<file path="src/rtl/lcd_char_driver_if.sv">
// LCD parallel bus bundle (HD44780-style, 8-bit, write only).
//   lcd_e    : enable strobe
//   lcd_rs   : 0 = command, 1 = data
//   lcd_rw   : read/write select (driver holds it at 0)
//   lcd_data : 8-bit data bus
// master = the driver side, slave = the panel / observer side.
interface lcd_char_driver_if;
  logic       lcd_e;
  logic       lcd_rs;
  logic       lcd_rw;
  logic [7:0] lcd_data;

  modport master (output lcd_e, lcd_rs, lcd_rw, lcd_data);
  modport slave  (input  lcd_e, lcd_rs, lcd_rw, lcd_data);
endinterface

</file>
<file path="src/rtl/lcd_char_driver.sv">
// lcd_char_driver: drives a 16x2 HD44780-compatible LCD from two 128-bit
// ASCII line buffers. Waits POWERUP_CYC after reset, issues the init
// commands (0x38, 0x0C, 0x06, 0x01), then rewrites both rows forever from a
// snapshot of line1/line2 taken at the start of every refresh.
//
// Ports:
//   clk          : system clock
//   rst          : asynchronous reset, active low
//   line1/line2  : row text, char 0 in [127:120], char 15 in [7:0]
//   lcd          : LCD bus (lcd_char_driver_if.master)
//   ready        : high once the init sequence has completed
//   refresh_done : one-cycle pulse after the last char of row 2 finishes
//
// Optional build macro LCD_SKIP_UNCHANGED_EN: once one refresh has completed,
// identical snapshots are skipped (FSM idles in S_SNAP, re-sampling).
module lcd_char_driver #(
  parameter int POWERUP_CYC = 750000,
  parameter int SETUP_CYC   = 2,
  parameter int E_CYC       = 12,
  parameter int EXEC_CYC    = 2500,
  parameter int CLEAR_CYC   = 100000
) (
  input  logic                      clk,
  input  logic                      rst,
  input  logic [127:0]              line1,
  input  logic [127:0]              line2,
  lcd_char_driver_if.master         lcd,
  output logic                      ready,
  output logic                      refresh_done
);
  // Full transaction lengths: setup + strobe + post-strobe wait.
  localparam int T_EXE = SETUP_CYC + E_CYC + EXEC_CYC;
  localparam int T_CLR = SETUP_CYC + E_CYC + CLEAR_CYC;
  localparam int M1    = (POWERUP_CYC > T_CLR) ? POWERUP_CYC : T_CLR;
  localparam int MAXV  = (M1 > T_EXE) ? M1 : T_EXE;
  localparam int CW    = $clog2(MAXV + 1);

  typedef enum logic [2:0] {
    S_PWRUP, S_INIT, S_SNAP, S_ADDR1, S_ROW1, S_ADDR2, S_ROW2, S_DONE
  } state_t;

  state_t          state;
  logic [CW-1:0]   cnt, cnt_nxt, tx_last;
  logic [3:0]      idx;
  logic [127:0]    snap1, snap2;
  logic            e_on, tx_done, skip;

  function automatic logic [7:0] char_at(input logic [127:0] l, input logic [3:0] i);
    return l[{~i, 3'b000} +: 8];  // 8*(15-i)
  endfunction

  function automatic logic [7:0] init_cmd(input logic [1:0] i);
    case (i)
      2'd0:    return 8'h38;
      2'd1:    return 8'h0C;
      2'd2:    return 8'h06;
      default: return 8'h01;
    endcase
  endfunction

  // cnt is 0 on the cycle rs/data are loaded; the strobe spans the E_CYC
  // cycles right after the SETUP_CYC setup cycles.
  assign cnt_nxt = cnt + CW'(1);
  assign e_on    = (cnt_nxt >= CW'(SETUP_CYC)) && (cnt_nxt < CW'(SETUP_CYC + E_CYC));
  assign tx_last = (!lcd.lcd_rs && lcd.lcd_data == 8'h01) ? CW'(T_CLR - 1) : CW'(T_EXE - 1);
  assign tx_done = (cnt == tx_last);
  assign lcd.lcd_rw = 1'b0;

`ifdef LCD_SKIP_UNCHANGED_EN
  logic have_ref;  // at least one refresh has completed since init
  assign skip = have_ref && (line1 == snap1) && (line2 == snap2);
`else
  assign skip = 1'b0;
`endif

  always_ff @(posedge clk or negedge rst) begin
    if (!rst) begin
      state        <= S_PWRUP;
      cnt          <= '0;
      idx          <= '0;
      snap1        <= '0;
      snap2        <= '0;
      lcd.lcd_e    <= 1'b0;
      lcd.lcd_rs   <= 1'b0;
      lcd.lcd_data <= 8'h00;
      ready        <= 1'b0;
      refresh_done <= 1'b0;
`ifdef LCD_SKIP_UNCHANGED_EN
      have_ref     <= 1'b0;
`endif
    end else begin
      refresh_done <= 1'b0;
      case (state)
        S_PWRUP: begin
          if (cnt == CW'(POWERUP_CYC - 1)) begin
            cnt          <= '0;
            idx          <= '0;
            lcd.lcd_rs   <= 1'b0;
            lcd.lcd_data <= init_cmd(2'd0);
            state        <= S_INIT;
          end else begin
            cnt <= cnt_nxt;
          end
        end
        S_SNAP: begin
          if (!skip) begin
            snap1        <= line1;
            snap2        <= line2;
            cnt          <= '0;
            lcd.lcd_rs   <= 1'b0;
            lcd.lcd_data <= 8'h80;
            state        <= S_ADDR1;
          end
        end
        S_DONE: begin
`ifdef LCD_SKIP_UNCHANGED_EN
          have_ref <= 1'b1;
`endif
          state <= S_SNAP;
        end
        default: begin  // bus transaction states
          if (!tx_done) begin
            cnt       <= cnt_nxt;
            lcd.lcd_e <= e_on;
          end else begin
            lcd.lcd_e <= 1'b0;
            cnt       <= '0;
            case (state)
              S_INIT: begin
                if (idx == 4'd3) begin
                  ready <= 1'b1;
                  state <= S_SNAP;
                end else begin
                  idx          <= idx + 4'd1;
                  lcd.lcd_rs   <= 1'b0;
                  lcd.lcd_data <= init_cmd(idx[1:0] + 2'd1);
                end
              end
              S_ADDR1: begin
                idx          <= '0;
                lcd.lcd_rs   <= 1'b1;
                lcd.lcd_data <= char_at(snap1, 4'd0);
                state        <= S_ROW1;
              end
              S_ROW1: begin
                // index 15 hands over to the address command; no wrap
                if (idx == 4'd15) begin
                  lcd.lcd_rs   <= 1'b0;
                  lcd.lcd_data <= 8'hC0;
                  state        <= S_ADDR2;
                end else begin
                  idx          <= idx + 4'd1;
                  lcd.lcd_data <= char_at(snap1, idx + 4'd1);
                end
              end
              S_ADDR2: begin
                idx          <= '0;
                lcd.lcd_rs   <= 1'b1;
                lcd.lcd_data <= char_at(snap2, 4'd0);
                state        <= S_ROW2;
              end
              default: begin  // S_ROW2
                if (idx == 4'd15) begin
                  refresh_done <= 1'b1;
                  state        <= S_DONE;
                end else begin
                  idx          <= idx + 4'd1;
                  lcd.lcd_data <= char_at(snap2, idx + 4'd1);
                end
              end
            endcase
          end
        end
      endcase
    end
  end
endmodule

</file>
<file path="src/flat_wrapper.sv">
// flat-port wrapper written by rule: the top's interface ports become plain ports
module lcd_char_driver_flat 
#(
  parameter int POWERUP_CYC = 750000,
  parameter int SETUP_CYC   = 2,
  parameter int E_CYC       = 12,
  parameter int EXEC_CYC    = 2500,
  parameter int CLEAR_CYC   = 100000
)
  (clk, rst, line1, line2, ready, refresh_done, lcd_lcd_e, lcd_lcd_rs, lcd_lcd_rw, lcd_lcd_data);
  lcd_char_driver_if lcd_i ();
  input  logic clk;
  input  logic rst;
  input  logic [127:0] line1;
  input  logic [127:0] line2;
  output logic ready;
  output logic refresh_done;
  output wire logic [$bits(lcd_i.lcd_e)-1:0] lcd_lcd_e;
  output wire logic [$bits(lcd_i.lcd_rs)-1:0] lcd_lcd_rs;
  output wire logic [$bits(lcd_i.lcd_rw)-1:0] lcd_lcd_rw;
  output wire logic [$bits(lcd_i.lcd_data)-1:0] lcd_lcd_data;
  assign lcd_lcd_e = lcd_i.lcd_e;
  assign lcd_lcd_rs = lcd_i.lcd_rs;
  assign lcd_lcd_rw = lcd_i.lcd_rw;
  assign lcd_lcd_data = lcd_i.lcd_data;
  lcd_char_driver #(.POWERUP_CYC(POWERUP_CYC), .SETUP_CYC(SETUP_CYC), .E_CYC(E_CYC), .EXEC_CYC(EXEC_CYC), .CLEAR_CYC(CLEAR_CYC)) u_core (.clk(clk), .rst(rst), .line1(line1), .line2(line2), .lcd(lcd_i), .ready(ready), .refresh_done(refresh_done));
endmodule
</file>
<file path="config.mk">
export PLATFORM = sky130hd
export DESIGN_NAME = lcd_char_driver_flat
export DESIGN_NICKNAME = d
export VERILOG_FILES = /design/src/rtl/lcd_char_driver_if.sv /design/src/rtl/lcd_char_driver.sv /design/src/flat_wrapper.sv
export SDC_FILE = /design/constraint.sdc
export NUM_CORES = 1
export LEC_CHECK = 0
export ABC_AREA = 1
export CORE_MARGIN = 3
export CORE_UTILIZATION = 33
export DETAILED_ROUTE_END_ITERATION = 6
export PLACE_DENSITY_LB_ADDON = 0.3
export SLEW_MARGIN = 20
export SYNTH_ARGS = -nofsm -noshare
export SYNTH_HDL_FRONTEND = slang
export SYNTH_SLANG_ARGS = --single-unit
</file>
<file path="constraint.sdc">
create_clock -name clk -period 7.4 [get_ports clk]
set_clock_uncertainty 0.05 [all_clocks]
set_input_delay 0.74 -clock clk [delete_from_list [all_inputs] [get_ports clk]]
set_output_delay 0.74 -clock clk [all_outputs]
set_load 0.02 [all_outputs]
</file>
==> impl_metrics.py, run 1 <==
metrics = {
    "power_and_ir_drop": {
        "pwr_density_cell_mw_per_mm2": 198,
        "p_leak_nw": 8.19,
        "ir_drop_mv": 0.114,
    },
    "route": {
        "routed_wl_mm": 48.9,
        "via_count": 12248,
        "via_per_inst": 5.03,
        "post-route-drc-count": 0,
        "ant_nets": 0,
        "drtIter0Drc": 961,
        "wire_per_inst_um": 20.1,
        "firstDrtPassIters": 5,
    },
    "floorplan": {
        "initial_core_util": 0.338,
        "core_area_mm2": 0.0436,
        "die_h_um": 217,
        "core.rowCount": 76,
        "dieArea_mm2": 0.0472,
        "ios": 271,
        "die_x_um": 217,
    },
    "layout": {
        "nFillCells": 4312,
        "final_cell_count_no_fill": 2435,
        "final_area_mm2": 0.0190,
        "drive_above_1_share": 0.149,
        "syn2layout_area_growth_pct": 28.9,
        "nets": 2089,
    },
    "logic_synthesis": {
        "syn-num-nets": 1870,
        "synthesis.area_mm2": 0.0147,
        "ys_ff_latch": 295,
        "synth_top_family_by_area": "simple AND/OR/NAND/NOR gates",
        "yosys.area.top_type": "dfrtp_1",
        "ys_seq_area_frac": 0.501,
        "yosysTopAreaCellShare": 0.501,
        "syn_avg_cell_area_um2": 9.17,
        "synth-edff-count": 0,
        "synth-async-reset-ratio": 1.00,
        "yosysUniqueCellTypes": 39,
        "synthAdderAreaFrac": 0.00510,
        "synth-main-ff-cell": "dfrtp_1",
        "synth_mux_area_frac": 0.136,
        "synth_area_leaders": "dfrtp_1 50%, mux2_2 14%, nand2_1 6.4%",
        "synth-xor-area-share": 0.0123,
        "synthSimpleGateAreaFrac": 0.180,
        "syn_inst": 1606,
        "yosys-top-cells-count": "295 x dfrtp_1, 251 x nand2_1, 178 x mux2_2",
        "synth-compound-area-share": 0.0988,
        "yosysMostFrequentCell": "dfrtp_1",
        "ys_warn_count": 0,
    },
    "clock_tree": {
        "post_cts_resized": 0,
        "post-cts-setup-buffers": 0,
        "clk_pin_slew_ns": 0.06,
        "numCtsBuffers": 35,
        "cts_root_buf": "clkbuf_16",
        "clockBufferDepth": 3,
        "cts_tree": "built",
        "cts-htree-levels": 2,
        "clk_latency_ns": 0.54,
        "ctsHoldBuffers": 0,
        "clock-sinks": 295,
    },
    "sta": {
        "finalSetupTns_ns": 0,
        "period_share": 0.462,
        "holdWs_ns": 0.120,
        "drv_slew": 0,
        "hold_viol_final": 0,
        "rsz0062_at_grt": "false",
        "post-route-min-period_ns": 3.42,
        "max-slew-margin-rel": 0.273,
        "worst_slew_pin_slew_ns": 1.09,
        "fmax_mhz": 293,
        "setup_violations": 0,
    },
    "global_route": {
        "grt_pass1_vias": 12588,
        "grt_util_all_layers": 0.205,
        "grt_pass1_wl_mm": 74.5,
        "grt_max_degree": 216,
        "antenna_found_initial": 3,
        "grt_overflow": 0,
    },
    "placement": {
        "dp.cells": 2373,
        "port-buffer-count": 269,
        "hpwlAfterDp_mm": 35.2,
        "gp_congestion": 0.861,
        "place_area_mm2": 0.0178,
    },
    "outcome": {
        "status": "completed",
    },
    "setup_path": {
        "path_max_fanout": 78,
        "end_kind": "flip-flop",
        "cp_data_required_time_ns": 7.82,
        "cp_data_arrival_time_ns": 3.84,
        "path_class": "flip-flop to flip-flop",
        "start_kind": "flip-flop",
    },
    "run": {
        "cap_violations": 0,
    },
    "worst_hold_path": {
        "min_path_type": "primary input to async pin",
    },
}
## layer usage
metal / GRT usage / up-vias / routed length (µm)
met5: 0 / - / 0
met4: 0.0668 / 0 / 1260
met3: 0.0388 / 67 / 2840
met2: 0.324 / 362 / 22700
met1: 0.285 / 6038 / 22100
li1: - / 5781 / -
## power by group
part / total [mW] / switching, mW / internal [mW]
combinational: 0.300 / 0.120 / 0.180
clock: 1.73 / 0.692 / 1.04
sequential: 1.72 / 0.0324 / 1.68
## layout by cell type (no fill, tap or decap), types with 14 or more instances in the layout
cell type	Yosys	final
nand3_1	156	156
nand2_1	251	250
nor2_1	168	168
inv_1	127	127
clkdlybuf4s50_1	0	268
mux2_2	178	178
o211ai_1	32	32
dfrtp_1	295	294
a21oi_1	116	116
o21ai_0	86	86
clkbuf_16	0	37
xor2_1	15	15
o22ai_1	14	14
## state kept, by name, summed over array words and instances, names as in the netlist
register,cells
u_core.cnt,20
u_core.idx,4
u_core.lcd.lcd_data,8
u_core.lcd.lcd_e,1
u_core.lcd.lcd_rs,1
u_core.ready,1
u_core.refresh_done,1
u_core.snap1,128
u_core.snap2,128
u_core.state,3
## kinds of logic after synthesis
logic type               after synthesis
AO/OA/AOI/OAI                        263
XOR/XNOR                              19
adder cells (fa/ha/maj)                6
buffers and inverters                230
flip-flops                           295
multiplexers                         178
other                                  1
AND/OR/NAND/NOR                      614
## through the flow
step / utilization / worst slack, ns / power (mW)
detailed placement: 0.409 / 4.03 / 2.05
floorplan: - / 4.95 / 1.82
CTS: 0.436 / 4.01 / 3.79
global route: 0.436 / 3.71 / 3.88
global placement: 0.409 / 4.01 / 2.04
finish: 0.436 / 3.98 / 3.75
## layout make-up
cell class	count	area (µm²)	share of cell area
Sequential cell	295	7390	0.389
Multi-Input combinational cell	1081	6400	0.338
Timing Repair Buffer	279	2800	0.147
Clock buffer	53	1090	0.0572
Tap cell	585	732	0.0386
Inverter	133	500	0.0264
Clock inverter	6	60.1	0.00317
Antenna cell	3	7.51	0.000396
## worst paths after layout
kind | start | endpoint | slack [ns] | cells after the start
max | u_core.idx[0]$_DFFE_PN0P_ | u_core.lcd.lcd_data[3]$_DFFE_PN0P_ | 3.98 | 13
min | rst | u_core.snap1[94]$_DFFE_PN0P_ | 0.12 | 1
max reg2reg | u_core.idx[0]$_DFFE_PN0P_ | u_core.lcd.lcd_data[3]$_DFFE_PN0P_ | 3.98 | 13
min reg2reg | u_core.snap1[4]$_DFFE_PN0P_ | u_core.snap1[4]$_DFFE_PN0P_ | 0.45 | 1
max in group asynchronous | rst | u_core.idx[0]$_DFFE_PN0P_ | 5.72 | 2
min in group clk | u_core.snap1[4]$_DFFE_PN0P_ | u_core.snap1[4]$_DFFE_PN0P_ | 0.45 | 1
## worst max-delay path, cell delays in order, from the launching register on
cell,delay [ns]
dfrtp_4,0.65
clkinv_2,0.15
ha_4,0.49
buf_4,0.75
o21ai_0,0.34
o211ai_1,0.25
nand3_1,0.11
nand2_1,0.10
nand2_1,0.06
nand2_1,0.08
nand2_1,0.06
nand2_1,0.05
nand2_1,0.06
nand2_1,0.06
Note: power is estimated with default switching activity, not from simulation.
==> run 2: changes to the inputs <==
- clock period: 7.4 -> 3.1 ns (I/O delays scaled with it)
==> run 2 against run 1 <==
Net effect:
- worst hold slack gained 0.17 ns
- clock power grew 140%
- global-route usage grew 0.46 points
- worst setup slack lost 3.4 ns
- sequential share of layout area shrank 0.58 points
- die area is the same
- utilization grew 0.66 points
- cell count grew 1.2%
- non-clock buffer count grew 22
- clock-buffer cell count grew 3
==> impl_metrics.py, run 2 (synthesis results as in run 1) <==
metrics = {
    "route": {
        "routed_wl_mm": 49.2,
        "via_per_inst": 5.03,
        "wire_per_inst_um": 20.0,
        "ant_nets": 0,
        "via_count": 12388,
        "firstDrtPassIters": 5,
        "drtIter0Drc": 999,
        "post-route-drc-count": 0,
    },
    "sta": {
        "post-route-min-period_ns": 2.56,
        "fmax_mhz": 391,
        "setup_ws_ns": 0.543,
        "period_share": 0.825,
        "max-slew-margin-rel": 0.385,
        "finalSetupTns_ns": 0,
        "drv_slew": 0,
        "rsz0062_at_grt": "false",
        "worst_slew_pin_slew_ns": 0.923,
        "hold_viol_final": 0,
        "setup_violations": 0,
    },
    "placement": {
        "dp.cells": 2394,
        "place_area_mm2": 0.0181,
        "pre_cts_ws_ns": 0.581,
        "port-buffer-count": 269,
        "gp_congestion": 0.906,
        "hpwlAfterDp_mm": 36.7,
    },
    "setup_path": {
        "max_stage_delay_ns": 0.71,
        "end_kind": "flip-flop",
        "path_max_fanout": 79,
        "start_kind": "flip-flop",
        "cp_data_required_time_ns": 3.52,
        "worstPathCellList": "clkinv_2, buf_4, a21oi_1, nor3_1, o21ai_1, o21ai_1, nand2_1, o21ai_2",
        "cpMostUsedCell": "o21ai_1",
        "cp_data_arrival_time_ns": 2.98,
        "path_class": "flip-flop to flip-flop",
        "slowest_stage": "buf_4",
    },
    "floorplan": {
        "dieArea_mm2": 0.0472,
        "ios": 271,
        "initial_core_util": 0.338,
        "die_h_um": 217,
        "core_area_mm2": 0.0436,
        "die_x_um": 217,
        "core.rowCount": 76,
    },
    "clock_tree": {
        "cts_root_buf": "clkbuf_16",
        "cts_tree": "built",
        "clockBufferDepth": 3,
        "clock-sinks": 295,
        "clk_pin_slew_ns": 0.06,
        "ctsHoldBuffers": 1,
        "cts-htree-levels": 2,
        "post_cts_resized": 0,
        "post-cts-setup-buffers": 0,
        "numCtsBuffers": 36,
        "clk_latency_ns": 0.54,
    },
    "global_route": {
        "grt_util_all_layers": 0.210,
        "grt_max_degree": 93,
        "antenna_found_initial": 7,
        "grt_pass1_wl_mm": 76.7,
        "grt_overflow": 0,
        "grt_pass1_vias": 12791,
    },
    "layout": {
        "nets": 2112,
        "final_cell_count_no_fill": 2465,
        "final_common_cell": "dfrtp_1",
        "drive_above_1_share": 0.157,
        "syn2layout_area_growth_pct": 30.9,
        "largestRegisters": "u_core.snap1: 128 flops, u_core.snap2: 128 flops, u_core.cnt: 20 flops",
        "layout_common_cells": "294 x dfrtp_1, 268 x clkdlybuf4s50_1, 250 x nand2_1",
        "final_area_mm2": 0.0193,
    },
    "power_and_ir_drop": {
        "swShare": 0.225,
        "seq_power_share": 0.456,
        "pwr_density_cell_mw_per_mm2": 467,
        "power_switching_mw": 2.03,
        "p_leak_nw": 8.34,
        "power_frac_comb": 0.081,
        "ir_drop_mv": 0.358,
        "p_int_mw": 6.97,
        "clkPwrFrac": 0.463,
    },
    "outcome": {
        "status": "completed",
    },
    "worst_hold_path": {
        "min_path_type": "primary input to flip-flop",
    },
    "run": {
        "cap_violations": 0,
    },
}
-- run 2: worst max-delay path, delay by kind of cell, from the launching register on --
kind	cells	cell delay, ns
flops	1	0.50
simple gates	2	0.57
compound gates	4	0.56
buf+inv	2	0.79
-- run 2: final timing paths --
kind                                                     from                                  to  slack (ns)  cells past startpoint
worst max-delay path                u_core.idx[0]$_DFFE_PN0P_  u_core.lcd.lcd_data[2]$_DFFE_PN0P_        0.54                      8
worst min-delay path                                line1[74]        u_core.snap1[74]$_DFFE_PN0P_        0.29                      3
worst max register to register      u_core.idx[0]$_DFFE_PN0P_  u_core.lcd.lcd_data[2]$_DFFE_PN0P_        0.54                      8
worst min register to register  u_core.snap1[108]$_DFFE_PN0P_       u_core.snap1[108]$_DFFE_PN0P_        0.45                      1
max in group asynchronous                                 rst         u_core.snap2[2]$_DFFE_PN0P_        1.83                      3
min in group asynchronous                                 rst        u_core.snap1[94]$_DFFE_PN0P_        0.35                      2
-- run 2: power by group through the flow --
stage	logic [mW]	clock network (mW)	registers, mW
2_1_floorplan	0.217	0	4.14
3_3_place_gp	0.730	0	4.17
3_5_place_dp	0.736	0	4.17
4_1_cts	0.741	4.28	4.11
5_1_grt	0.796	4.43	4.12
6_report	0.728	4.17	4.11
-- run 2: per-layer routing --
layer  part of all wire  GRT usage  up-vias
met5                  0          0        -
met4              0.030     0.0711        0
met3              0.059     0.0325       76
met2               0.47      0.338      414
met1               0.44      0.289     6054
li1                   -          -     5844
-- run 2: final cells by class --
type | instances | area, µm²
inverter | 133 | 500
antenna | 6 | 15.0
clock inverter | 8 | 101
tap | 585 | 732
fill | 4285 | 24300
timing repair buffer | 301 | 3070
multi-input combinational | 1081 | 6400
sequential | 295 | 7390
clock buffer | 56 | 1060
-- run 2: metrics by stage --
| stage | hold WS, ns | power (mW) | util |
|---|---|---|---|
| 3_3_place_gp | 0.357 | 4.90 | 0.415 |
| 6_report | 0.293 | 9.00 | 0.442 |
| 4_1_cts | 0.259 | 9.12 | 0.442 |
| 2_1_floorplan | -0.0356 | 4.36 | - |
| 5_1_grt | 0.290 | 9.35 | 0.442 |
| 3_5_place_dp | 0.352 | 4.91 | 0.415 |
==> run 3: changes to the inputs <==
- clock period: 3.1 -> 2.3 ns (I/O delays scaled with it)
==> run 3 against run 2 <==
Net effect:
- worst hold slack got worse by 0.10 ns
- largest power group unchanged
- sequential cell count unchanged
- sequential power increased by 35%
- routed wire length increased by 0.40%
- clock-buffer cell count decreased by 8
- worst setup slack got worse by 0.47 ns
- cell count increased by 1.2%
==> impl_metrics.py, run 3 (synthesis results as in run 1) <==
metrics = {
    "outcome": {
        "status": "completed",
    },
    "route": {
        "ant_nets": 0,
        "via_per_inst": 5.01,
        "wire_per_inst_um": 19.8,
        "routed_wl_mm": 49.4,
        "post-route-drc-count": 0,
        "drtIter0Drc": 935,
        "firstDrtPassIters": 5,
        "via_count": 12488,
    },
    "floorplan": {
        "core.rowCount": 76,
        "ios": 271,
        "core_area_mm2": 0.0436,
        "dieArea_mm2": 0.0472,
        "die_h_um": 217,
        "initial_core_util": 0.338,
        "die_x_um": 217,
    },
    "sta": {
        "post-route-min-period_ns": 2.22,
        "holdWs_ns": 0.191,
        "setup_violations": 0,
        "drv_slew": 0,
        "worst_slew_pin_slew_ns": 0.578,
        "period_share": 0.967,
        "fmax_mhz": 450,
        "hold_viol_final": 0,
        "max-slew-margin-rel": 0.615,
    },
    "power_and_ir_drop": {
        "clkPwrFrac": 0.467,
        "seq_power_share": 0.454,
        "power_frac_comb": 0.080,
        "power_switching_mw": 2.77,
        "p_int_mw": 9.42,
        "power_mw": 12.2,
        "swShare": 0.227,
        "ir_drop_mv": 0.440,
        "pwr_density_cell_mw_per_mm2": 618,
        "p_leak_nw": 8.58,
    },
    "global_route": {
        "grt_pass1_vias": 12920,
        "grt_max_degree": 93,
        "grt_util_all_layers": 0.205,
        "grt_overflow": 0,
        "grt_pass1_wl_mm": 74.8,
        "antenna_found_initial": 4,
    },
    "layout": {
        "final_common_cell": "dfrtp_1",
        "nFillCells": 4256,
        "syn2layout_area_growth_pct": 34.0,
        "final_area_mm2": 0.0197,
        "drive_above_1_share": 0.180,
        "final_cell_count_no_fill": 2494,
        "largestRegisters": "u_core.snap1: 128 flops, u_core.snap2: 128 flops, u_core.cnt: 20 flops",
        "layout_common_cells": "293 x dfrtp_1, 268 x clkdlybuf4s50_1, 249 x nand2_1",
        "final_util": 0.453,
        "nets": 2145,
    },
    "clock_tree": {
        "cts_root_buf": "clkbuf_16",
        "clock-sinks": 295,
        "clockBufferDepth": 3,
        "cts_tree": "built",
        "clk_latency_ns": 0.55,
        "numCtsBuffers": 35,
        "cts-htree-levels": 2,
        "clk_pin_slew_ns": 0.06,
    },
    "setup_path": {
        "max_stage_delay_ns": 0.53,
        "cp_data_required_time_ns": 2.72,
        "start_kind": "flip-flop",
        "cp_data_arrival_time_ns": 2.64,
        "crit_end": "u_core.lcd.lcd_data[6]$_DFFE_PN0P_",
        "r2r_slack_ns": 0.08,
        "r2r_cells": 13,
        "path_max_fanout": 10,
        "worstPathCellList": "inv_4, ha_4, buf_6, clkbuf_16, a21oi_1, o21ai_1, nand3_1, nand3_2, nand3_2, nand2_1, nand2_1, nand2_1, o21ai_2",
        "path_class": "flip-flop to flip-flop",
        "slowest_stage": "dfrtp_4",
        "cpMostUsedCell": "nand2_1",
        "crit_start": "u_core.idx[0]$_DFFE_PN0P_",
        "end_kind": "flip-flop",
        "r2r-end": "u_core.lcd.lcd_data[6]$_DFFE_PN0P_",
        "r2r_start": "u_core.idx[0]$_DFFE_PN0P_",
    },
    "placement": {
        "hpwlAfterDp_mm": 35.9,
        "gp_congestion": 0.884,
        "dp.cells": 2421,
        "port-buffer-count": 269,
        "place_area_mm2": 0.0184,
    },
    "worst_hold_path": {
        "min_path_type": "primary input to async pin",
    },
    "run": {
        "cap_violations": 0,
    },
}
==> run 3: cell types whose count changed in the layout (fill, tap and decap cells not counted), sizes merged <==
cell and change:
clkbuf -6, clkinv +1, clkinvlp +4, diode -3, bufinv +1, buf +32
==> run 3: what timing repair did <==
item / CTS / global route
pin swaps: 0 / 8
endpoints found under the hold margin: 61 / 0
hold buffers: 1 / 0
gates resized for setup: 1 / 21
setup buffers: 0 / 4
setup endpoints to repair: 1 / 9
gates cloned: 0 / 3
==> run 3: cell type report <==
class	instances	area, µm²	share of cell area
inverters	133	504	0.0256
well taps	585	732	0.0371
clock inverters	14	170	0.00862
clock buffers	48	1010	0.0510
flip-flops and latches	295	7390	0.374
repair buffers	335	3480	0.176
multi-input cells	1081	6450	0.327
diodes	3	7.51	0.000380
==> run 3: critical path, delay by kind of cell, from the launching register on <==
family	cells	cell delay [ns]
AOI/OAI and AO/OA	3	0.31
adders and majority gates	1	0.25
buffers and inverters	3	0.41
DFF	1	0.53
and+or+nand+nor	6	0.58
==> run 3: worst min-delay path by stage <==
stage / startpoint / cells after the start / endpoint / slack [ns]
2_1_floorplan: rst / 0 / u_core.cnt[0]$_DFFE_PN0N_ / -0.12
3_3_place_gp: rst / 1 / u_core.snap1[94]$_DFFE_PN0P_ / 0.20
3_5_place_dp: rst / 1 / u_core.snap1[91]$_DFFE_PN0P_ / 0.20
4_1_cts: line1[23] / 3 / u_core.snap1[23]$_DFFE_PN0P_ / 0.18
5_1_grt: line1[76] / 3 / u_core.snap1[76]$_DFFE_PN0P_ / 0.22
6_report: rst / 2 / u_core.snap1[91]$_DFFE_PN0P_ / 0.19
==> run 3: per-layer routing <==
layer | global-route usage | share of wire | vias up
li1 | - | - | 5924
met1 | 0.283 | 0.45 | 6117
met2 | 0.327 | 0.47 | 378
met3 | 0.0331 | 0.055 | 67
met4 | 0.0726 | 0.029 | 2
met5 | 0 | 0.00040 | -
==> run 3: metrics by stage <==
step / setup TNS [ns] / setup WS (ns)
after floorplan: 0 / 0.0203
after global placement: -0.0129 / -0.0129
after detailed placement: -0.0119 / -0.0119
after CTS: 0 / 0.0144
after global routing: -0.0311 / -0.0217
final: 0 / 0.0770
==> run 3: power groups by stage <==
stage / clock [mW] / sequential, mW / combinational, mW
floorplan: 0 / 5.58 / 0.292
global placement: 0 / 5.61 / 0.971
detailed placement: 0 / 5.62 / 0.982
CTS: 5.83 / 5.53 / 0.991
global route: 6.01 / 5.55 / 1.07
finish: 5.69 / 5.53 / 0.974
==> patch, RTL diff (config.mk and constraints of run 2) <==
The option `LCD_SKIP_UNCHANGED_EN` is turned on by a define.
--- a/src/rtl/lcd_char_driver.sv
+++ b/src/rtl/lcd_char_driver.sv
@@ -15,2 +15,4 @@
 // identical snapshots are skipped (FSM idles in S_SNAP, re-sampling).
+`define LCD_SKIP_UNCHANGED_EN
+
 module lcd_char_driver #(
Function: no difference found for any inputs over 10 cycles, from zero or initial values and one cycle with rst low; that may be too few to reach the edited logic, so the function may still have changed.
==> patch against run 2 <==
- total power up 2.9%
- first-iteration DRC count up 83%
- clock power up 10%
- area after synthesis up 28%
- sequential power down 6.1%
- die area up 27%
- via count up 53%
- routed wire length up 32%
- worst setup slack worse by 0.097 ns
- sequential cell count up 1
- count of clock-buffer cells in the layout down 4
- final area up 25%
- combinational power up 9.6%
==> patch: results (changes against run 2) <==
[yosys]
synth_nets = 3163  ; +69%
synth_ff_type = dfrtp_1
synth_seq_area_share_pct = 39.2  ; -11 points
synth_area_per_cell_um2 = 6.51  ; -29%
async_flop_share_pct = 100  ; unchanged
synth_commonest_cells = nand2_1 (1010), inv_1 (402), dfrtp_1 (296)
ys_top_cells_by_area = dfrtp_1 (39%), nand2_1 (20%), inv_1 (8.0%)
synth.distinct_cells = 33  ; -15%

[critical_path]
startpoint_type = register
crit_family = simple AND/OR/NAND/NOR gates
path_max_fanout = 6  ; -92%
worstPathArrival_ns = 3.05  ; +0.07 ns
cp_slowest_cell = nor3_1
max_stage_delay_ns = 0.53  ; -0.18 ns
r2r-start = u_core.idx[1]

[grt]
grt_util_met1_pct = 30.0  ; +1.2 points
grt_pass1_vias = 17668  ; +38%
grtUsageMet2_pct = 33.8  ; about the same
use_met3_pct = 3.65  ; +0.40 points
grt_start_max_net_pins = 95  ; +2.2%
grt_antenna_before_repair = 6  ; -1
track_usage_pct = 21.5  ; +0.50 points
grt_pass1_wl_um = 101000  ; +32%

[drt]
wire_per_inst_um = 16.5  ; -17%
dr.pass1.iters = 6  ; +1
dr.max_layer_used = met5
met3_length_um = 4580  ; +57%
vias = 18940  ; +53%
routed-wl-met2_um = 29100  ; +26%
m1WireLength_um = 29500  ; +36%
drtIter0Drc = 1831  ; +83%
viasPerCell = 4.82  ; -4.2%

[power_and_ir_drop]
ir_drop_mv = 0.292  ; -18%
leakagePower_nw = 11.5  ; +38%
clkPwrFrac_pct = 49.7  ; +3.4 points
combPwrFrac_pct = 8.6  ; +0.5 points
swShare_pct = 24.0  ; +1.5 points
powerDensity_nw_per_um2 = 386  ; -17%

[placed_design]
dp_hpwl_um = 49100  ; +34%
gp_congestion = 0.887  ; -2.1%
place_ws_ns = 0.0557  ; -0.525 ns
dpl.cell_count = 3859  ; +61%
dpl_cell_area_um2 = 22700  ; +26%

[sta]
slew_headroom_pct = 46.4  ; +7.9 points

[clock_network]
insertion_delay_ns = 0.56  ; +0.02 ns
clockBufferDepth = 3  ; unchanged
clkTransAtPathRegs_ns = 0.06  ; about the same
numCtsBuffers = 38  ; +5.6%

[final_layout]
layout-drive-gt1-share_pct = 4.82  ; -11 points
finalNetCount = 3408  ; +61%
fillers = 5855  ; +37%

[worst_hold_path]
min_from = line2[81]

[outcome]
status = finished, final reports clean

## patch: changes by cell type in the layout (fill, tap and decap cells not counted), sizes merged, moves of 8 or more
cell	change
nor3	+8
nor2	+48
xor2	+9
buf	+26
xnor2	+41
nand3	+18
mux2	-178
nand2	+754
a21oi	+11
nand4	+32
o21ai	+233
inv	+285
## patch: kinds of logic after synthesis
logic type,count (synthesis),synth area share (%)
AO/OA/AOI/OAI,510,14.2
XOR/XNOR,69,3.28
adder cells (fa/ha/maj),6,0.398
buffers and inverters,538,11.4
flip-flops,296,39.2
other,1,0.0199
AND/OR/NAND/NOR,1479,31.5
## patch: final timing paths
path                                          end  slack, ns  cells after the start
setup / recovery           u_core.lcd.lcd_data[4]       0.45                     12
hold / removal                   u_core.snap2[81]       0.29                      3
setup reg to reg           u_core.lcd.lcd_data[4]       0.45                     12
hold reg to reg                   u_core.have_ref       0.42                      2
max in group asynchronous        u_core.snap2[42]       1.83                      3
min in group asynchronous        u_core.snap2[71]       0.35                      2
## patch: area by class of cell
cell class / instances / area, µm² / area share [%]
multi-input cells: 2065 / 9360 / 39.0
flip-flops and latches: 296 / 7410 / 30.8
repair buffers: 327 / 3450 / 14.4
inverters: 416 / 1560 / 6.50
clock buffers: 52 / 1110 / 4.64
well taps: 756 / 946 / 3.94
clock inverters: 16 / 168 / 0.698
diodes: 5 / 12.5 / 0.0521
## patch: worst reg2reg max path, stage by stage, from the launching register on
cell	delay, ns
dfrtp_1	0.47
ha_1	0.32
inv_1	0.09
nor3_1	0.53
inv_1	0.25
nand2_1	0.19
inv_1	0.12
nand3_1	0.13
nand2_1	0.08
nand3_1	0.10
nand2_1	0.08
nand4_1	0.08
nand2_1	0.05
## patch: repair_timing
item / CTS / global route
hold endpoints to repair: 77 / 0
hold buffers: 1 / 0
resized for setup: 0 / 0
